===== config.mk =====
export PLATFORM = sky130hd
export DESIGN_NAME = pulse_generator
export DESIGN_NICKNAME = d
export VERILOG_FILES = /design/src/rtl/pulse_pkg.sv /design/src/rtl/pulse_down_counter.sv /design/src/rtl/pulse_generator.sv
export SDC_FILE = /design/constraint.sdc
export NUM_CORES = 1
export LEC_CHECK = 0
export ABC_CLOCK_PERIOD_IN_PS = 2300
export CORE_MARGIN = 4
export CORE_UTILIZATION = 52
export CTS_CLUSTER_DIAMETER = 50
export DETAILED_ROUTE_END_ITERATION = 8
export PLACE_DENSITY = 0.75
export SLEW_MARGIN = 20
export SYNTH_ARGS = -nofsm -noshare
export SYNTH_HDL_FRONTEND = slang
export SYNTH_HIERARCHICAL = 1
export SYNTH_SLANG_ARGS = --single-unit

===== constraint.sdc =====
create_clock -name clk_i -period 2.3 [get_ports clk_i]
set_input_delay 0.23 -clock clk_i [delete_from_list [all_inputs] [get_ports clk_i]]
set_output_delay 0.23 -clock clk_i [all_outputs]
set_load 0.02 [all_outputs]

===== src/rtl/pulse_pkg.sv =====
// pulse_pkg: state encoding and default sizing shared by the pulse link blocks
package pulse_pkg;

    typedef enum logic [1:0] {IDLE, HIGH, GAP} state_e;

    localparam int DEFAULT_WIDTH   = 8;
    localparam int DEFAULT_MIN_GAP = 2;

endpackage


===== src/rtl/pulse_down_counter.sv =====
// pulse_down_counter: loadable down-counter that parks at zero and flags it
module pulse_down_counter
    import pulse_pkg::*;
#(
    parameter int WIDTH = DEFAULT_WIDTH
) (
    input  logic             clk_i,
    input  logic             rst_ni,
    input  logic             load_i,
    input  logic [WIDTH-1:0] load_val_i,
    input  logic             dec_i,
    output logic             zero_o
);

    logic [WIDTH-1:0] cnt_q, cnt_d;

    // load wins over decrement; decrement stops at zero so it can never wrap
    always_comb begin
        cnt_d = load_i ? load_val_i : (dec_i && cnt_q != '0) ? cnt_q - WIDTH'(1) : cnt_q;
    end

    // count register
    always_ff @(posedge clk_i or negedge rst_ni) begin
        if (!rst_ni) cnt_q <= '0;
        else         cnt_q <= cnt_d;
    end

    assign zero_o = cnt_q == '0;

endmodule


===== src/rtl/pulse_generator.sv =====
// pulse_generator: emits one high pulse of the requested length with an enforced low gap
module pulse_generator
    import pulse_pkg::*;
#(
    parameter int WIDTH   = DEFAULT_WIDTH,
    parameter int MIN_GAP = DEFAULT_MIN_GAP
) (
    input  logic             clk_i,
    input  logic             rst_ni,
    input  logic             cfg_valid_i,
    output logic             cfg_ready_o,
    input  logic [WIDTH-1:0] cfg_duration_i,
    input  logic             abort_i,
    output logic             signal_out_o,
    output logic             busy_o,
    output logic             done_o
);

    // counters are loaded with length-1 so their zero flag marks the last cycle
    localparam logic [WIDTH-1:0] GAP_LOAD = WIDTH'(MIN_GAP - 1);

    state_e           state_q;
    logic             sig_q, done_q, pend_q;
    logic [WIDTH-1:0] pend_dur_q;
    logic             xfer, req_v, pop, len_load, len_last, gap_load, gap_last;
    logic [WIDTH-1:0] req_dur;

    // handshake, and an idle FSM takes a request straight off the bus when the slot is empty
    always_comb begin
        cfg_ready_o = !pend_q && !abort_i;
        xfer        = cfg_valid_i && cfg_ready_o;
        req_v       = pend_q || xfer;
        req_dur     = pend_q ? pend_dur_q : cfg_duration_i;
        pop         = state_q == IDLE && req_v && !abort_i;
        len_load    = pop && req_dur != '0;
        gap_load    = (state_q == HIGH && (abort_i || len_last)) || (state_q == GAP && abort_i);
    end

    pulse_down_counter #(.WIDTH(WIDTH)) u_len (
        .clk_i      (clk_i),
        .rst_ni     (rst_ni),
        .load_i     (len_load),
        .load_val_i (req_dur - WIDTH'(1)),
        .dec_i      (state_q == HIGH),
        .zero_o     (len_last)
    );

    pulse_down_counter #(.WIDTH(WIDTH)) u_gap (
        .clk_i      (clk_i),
        .rst_ni     (rst_ni),
        .load_i     (gap_load),
        .load_val_i (GAP_LOAD),
        .dec_i      (state_q == GAP),
        .zero_o     (gap_last)
    );

    // sequencing FSM with pending slot; outputs are registered alongside the state
    always_ff @(posedge clk_i or negedge rst_ni) begin
        if (!rst_ni) begin
            state_q    <= IDLE;
            sig_q      <= 1'b0;
            done_q     <= 1'b0;
            pend_q     <= 1'b0;
            pend_dur_q <= '0;
        end else begin
            done_q <= 1'b0;
            if (abort_i || pop) begin
                pend_q <= 1'b0;
            end else if (xfer) begin
                pend_q     <= 1'b1;
                pend_dur_q <= cfg_duration_i;
            end
            case (state_q)
                IDLE: begin
                    if (pop && req_dur != '0) begin
                        state_q <= HIGH;
                        sig_q   <= 1'b1;
                    end else if (pop) begin
                        done_q <= 1'b1;
                    end
                end
                HIGH: begin
                    if (abort_i || len_last) begin
                        state_q <= GAP;
                        sig_q   <= 1'b0;
                        done_q  <= !abort_i;
                    end
                end
                GAP: begin
                    if (!abort_i && gap_last) state_q <= IDLE;
                end
                default: begin
                    state_q <= IDLE;
                    sig_q   <= 1'b0;
                end
            endcase
        end
    end

    assign signal_out_o = sig_q;
    assign done_o       = done_q;
    assign busy_o       = state_q != IDLE || pend_q;

endmodule


======== Word level (Yosys, flattened, before mapping) ========
Index checks and enable logic that the tools add are counted.
word-level totals
  flip-flop bits (word level) ............. 29
  bits of input ports ..................... 12
  output and inout port bits .............. 4
  logic and storage cells ................. 65
operators by class
  add/sub/neg operators ................... 3
  equal/unequal tests ..................... 5
  mux-type cells .......................... 18
  bitwise logic cells ..................... 2
  reduce and logical (&&, ||, !) cells .... 30
operators by type and width
  operator                                                                  count
  8-bit 2-to-1 mux                                                          5
  8-bit nonzero test                                                        3
  8-bit by 1-bit subtractor with 8-bit output (second input constant)       3
  8-bit zero test                                                           2
  1-bit logical AND                                                         10
  2-bit nonzero test                                                        4
  1-bit 2-to-1 mux                                                          7
  2-bit 2-to-1 mux                                                          3
  2-bit one-hot mux with 3 select lines                                     1
  3-bit AND reduction                                                       2
  1-bit logical OR                                                          5
  2-bit inequality test (second input constant)                             2
  1-bit one-hot mux with 3 select lines                                     1
  2-bit by 1-bit == test with 1-bit output (second input constant)          1
  2-bit == test (second input constant)                                     1
  1-bit zero test                                                           2
  2-bit zero test                                                           1
  2-bit by 1-bit inequality test with 1-bit output (second input constant)  1
  1-bit NOT                                                                 2
  1-bit one-hot mux with 2 select lines                                     1
  2-bit AND reduction                                                       1

======== Logic depth before layout (Yosys ltp) ========
  depth after elaboration ................. 9
  gate-level depth with buffers ........... 10
  depth with buffers taken out ............ 9

======== By module ========
Netlist, hierarchy kept.
by module, submodules not included
  module                      times used  cells each  area each (sq um)  seq. area each (sq um)
  pulse_generator             1           81          907.1              325.3
  pulse_down_counter (u_gap)  1           59          543.0              200.2
  pulse_down_counter (u_len)  1           58          528.0              200.2

======== Least setup slack after synthesis ========
No wires, ideal clock.
  path type ............................... reg2reg
  from .................................... register u_len.cnt_q[0]
  to ...................................... register u_gap.cnt_q[5]
  arrival ................................. 2.147 ns
  required time ........................... 2.174 ns
  path slack .............................. 0.027 ns
  stages on the path, launching flop included .. 10
  buffers on the path ..................... 1
  clock period less this slack ............ 2.273 ns
  path through ............................ dfrtp_1 inv_1 ha_1 or3b_2 nor2_1 nand2_1 nand2_1 clkbuf_1 nor3_1 a221o_1
between the ends
  longest elaborated chain between the ends .. 5
RTL lines
  what                                                    line                      text
  from (decl)                                             pulse_down_counter.sv:15  logic [WIDTH-1:0] cnt_q, cnt_d;
  from (signal assigned)                                  pulse_down_counter.sv:25  else cnt_q <= cnt_d;
  8-bit zero test *                                       pulse_down_counter.sv:28  assign zero_o = cnt_q == '0;
  named net len_last                                      pulse_generator.sv:25     logic xfer, req_v, pop, len_load, len_last, gap_load, gap_last;
  1-bit logical OR *                                      pulse_generator.sv:36     gap_load = (state_q == HIGH && (abort_i || len_last)) || (state_q == GAP && abort_i);
  1-bit logical AND *                                     pulse_generator.sv:36
  1-bit logical OR *                                      pulse_generator.sv:36
  named net gap_load                                      pulse_generator.sv:25
  8-bit 2-to-1 mux or 2-bit nonzero test (tied branches)  --
  to (signal assigned)                                    pulse_down_counter.sv:25
  to (decl)                                               pulse_down_counter.sv:15
The timed path passes the listed nets; every way through them passes the cells marked *.
A chain may end at the register's enable or synchronous reset.

======== Final worst setup path ========
  from .................................... register u_len.cnt_q[0]
  to ...................................... register u_gap.cnt_q[7]
Same word-level chain as after synthesis.

==> out/results.ini <==
[outcome]
outcome = finished clean

[placement]
routabilityCongestion = 0.875
dp_slack_ns = 0.0306
dp_hpwl_um = 3420
port_buffers = 15

[detailed_routing]
ant_nets = 0
wirelength_um = 4550
viasPerCell = 6.06
routed-via-count = 1728
dr.pass1.iters = 4
wl_per_cell_um = 16.0
drcViolationCount = 0
drtIter0Drc = 148

[global_routing]
grtUsageMet2 = 0.320
grt_pass1_vias = 1712
grt_start_max_net_pins = 30
antenna_found_initial = 0
grt_pass1_wl_um = 7850
use_met1 = 0.261
grt_overflow = 0
track_usage = 0.201
gr-usage-met3 = 0.0449
top_usage_layer = met2

[pwr]
p_per_area_nw_per_um2 = 782
clkPwrFrac = 0.224
p_comb_frac = 0.342
switching_share = 0.350
switching_power_mw = 0.654
p_seq_frac = 0.434
vdd_drop_max_uv = 540
power.static_leakage_nw = 0.939
internal_power_mw = 1.21

[cts]
cts_sinks = 29
numCtsBuffers = 5
cts_max_level = 2
clockBufferDepth = 2
clock_latency_ns = 0.28
root_buffer = clkbuf_8
clk_pin_slew_ns = 0.06
cts_tree = built

[die]
core-area_um2 = 3660
die_w_um = 69.7
ios = 16
rows = 22
dieArea_um2 = 4850
dieHeight_um = 69.7
start_util = 0.540

[synth]
synth_area_um2 = 1980
synth.most_common_cell = dfrtp_1
syn_area_per_cell_um2 = 9.99
netlist_top_cells_area = dfrtp_1, mux2_2, ha_1
synth-seq-cells = 29
synthFlopType = dfrtp_1
yosys.area.top_type = dfrtp_1
synth-edff-count = 0
synth_warnings = 6
postSynth.asyncResetShare = 1.00
synth_cell_types = 57
syn_inst = 198
synth_top_area_frac = 0.367
seq_area_frac_synth = 0.367
synthTopCellsByCount = dfrtp_1, nor2_1, nor3_1

[timing]
setup_viol = 0
finalHoldViolations = 0
finalMaxSlewViolations = 0
rsz0062_at_grt = true
setup_tns_ns = 0
period_needed_ns = 2.21
hold_slack_ns = 0.343
worst_slack_ns = 0.0858
fin_crit_sh = 0.963
fin_skew_ns = 0.00591
max_clock_freq_mhz = 452
tightest_slew_ns = 0.656
slew_headroom = 0.558

[finish]
synthToLayoutAreaGrowth_pct = 20.7
diodes = 0
num-fill-cells = 296
layout.nets = 255
layout-drive-gt1-share = 0.219

[critical_path]
critPathArrivalTime_ns = 2.43
crit_type = reg2reg
path_max_fanout = 12
critical_path.endpoint_type = register
worst_ep_required_time_ns = 2.51
startpoint_type = register
ff2ff_path_depth = 10

[worst_hold_path]
min_path_type = in2async

[job]
drv_cap = 0

[per-stage QoR]
step	total power, mW	std cells	util	instance area (µm²)
after floorplan	1.20	204	-	2000
after global placement	1.35	275	0.620	2270
after detailed placement	1.40	275	0.620	2270
after CTS	1.83	282	0.643	2350
after global routing	2.00	285	0.652	2390
final	1.87	285	0.652	2390
[critical path: stages, from the launching register on]
cell     delay, ns
dfrtp_1       0.37
inv_1         0.09
ha_2          0.21
or3b_2        0.23
nor2_2        0.05
nand2_1       0.07
nand2_1       0.09
buf_6         0.15
or3_1         0.36
or4_1         0.42
nand3_1       0.10
[layout by cell type, fill, tap and decap left out, types with 3 or more instances in the layout]
cell,n
a211o_1,3
a21oi_1,7
a221o_1,3
a2bb2oi_1,3
a31oi_1,4
buf_4,17
clkbuf_8,6
clkdlybuf4s50_1,15
conb_1,8
dfrtp_1,28
ha_1,5
inv_1,8
mux2_2,8
mux2i_1,5
nand2_1,8
nand3_1,4
nand4_1,3
nor2_1,12
nor2_2,4
nor2b_1,3
nor3_1,10
nor3b_1,5
o2111ai_1,3
o211ai_1,3
o21ai_0,5
or3_1,3
or3b_2,3
or4_1,6
xnor2_1,3
xor2_1,4
[logic make-up (layout without fill, tap and decap cells)]
kind of cell	count (synthesis)	in the layout	share of synthesized area
AOI/OAI and AO/OA	48	48	0.182
xor gates and xnor gates	7	7	0.0310
adders and majority gates	6	6	0.0379
buffers and inverters	17	50	0.0468
DFF	29	29	0.367
muxes	16	16	0.0961
other	2	8	0.00380
and+or+nand+nor	73	73	0.235
[area by class of cell]
| cell class | count | area, µm² | share of cell area |
|---|---|---|---|
| sequential | 29 | 727 | 0.305 |
| inverter | 10 | 37.5 | 0.0157 |
| tap | 48 | 60.1 | 0.0252 |
| multi-input combinational | 158 | 1190 | 0.497 |
| timing repair buffer | 33 | 289 | 0.121 |
| clock buffer | 7 | 86.3 | 0.0362 |
[what timing repair did]
item	CTS	global route
endpoints found under the setup margin	0	5
endpoints found under the hold margin	0	0
setup buffers	0	3
hold buffers	0	0
gates resized for setup	0	5
[power groups by stage]
stage          clock network (mW)  registers, mW  logic [mW]
2_1_floorplan                   0          0.775       0.429
3_3_place_gp                    0          0.798       0.557
3_5_place_dp                    0          0.812       0.591
4_1_cts                     0.429          0.806       0.594
5_1_grt                     0.455          0.832       0.712
6_report                    0.419          0.810       0.639
[per-layer routing]
metal	vias up	part of all wire
met4	0	0.016
li1	821	-
met2	55	0.48
met5	-	0
met3	8	0.062
met1	844	0.44
[registers in the layout (all words and copies together), names as in the netlist]
register / flops
done_o: 1
pend_dur_q: 8
pend_q: 1
signal_out_o: 1
state_q: 2
u_gap/cnt_q: 8
u_len/cnt_q: 8
[path summary, 6_finish.rpt]
check	from	to	slack, ns
worst max-delay path	u_len/cnt_q[0]	u_gap/cnt_q[7]	0.09
worst min-delay path	rst_ni	u_len/cnt_q[5]	0.34
worst max register to register	u_len/cnt_q[0]	u_gap/cnt_q[7]	0.09
worst min register to register	pend_dur_q[6]	pend_dur_q[6]	0.51
max in group asynchronous	rst_ni	pend_q	1.65
min in group clk_i	pend_dur_q[6]	pend_dur_q[6]	0.51
Note: power is estimated with default switching activity, not from simulation.
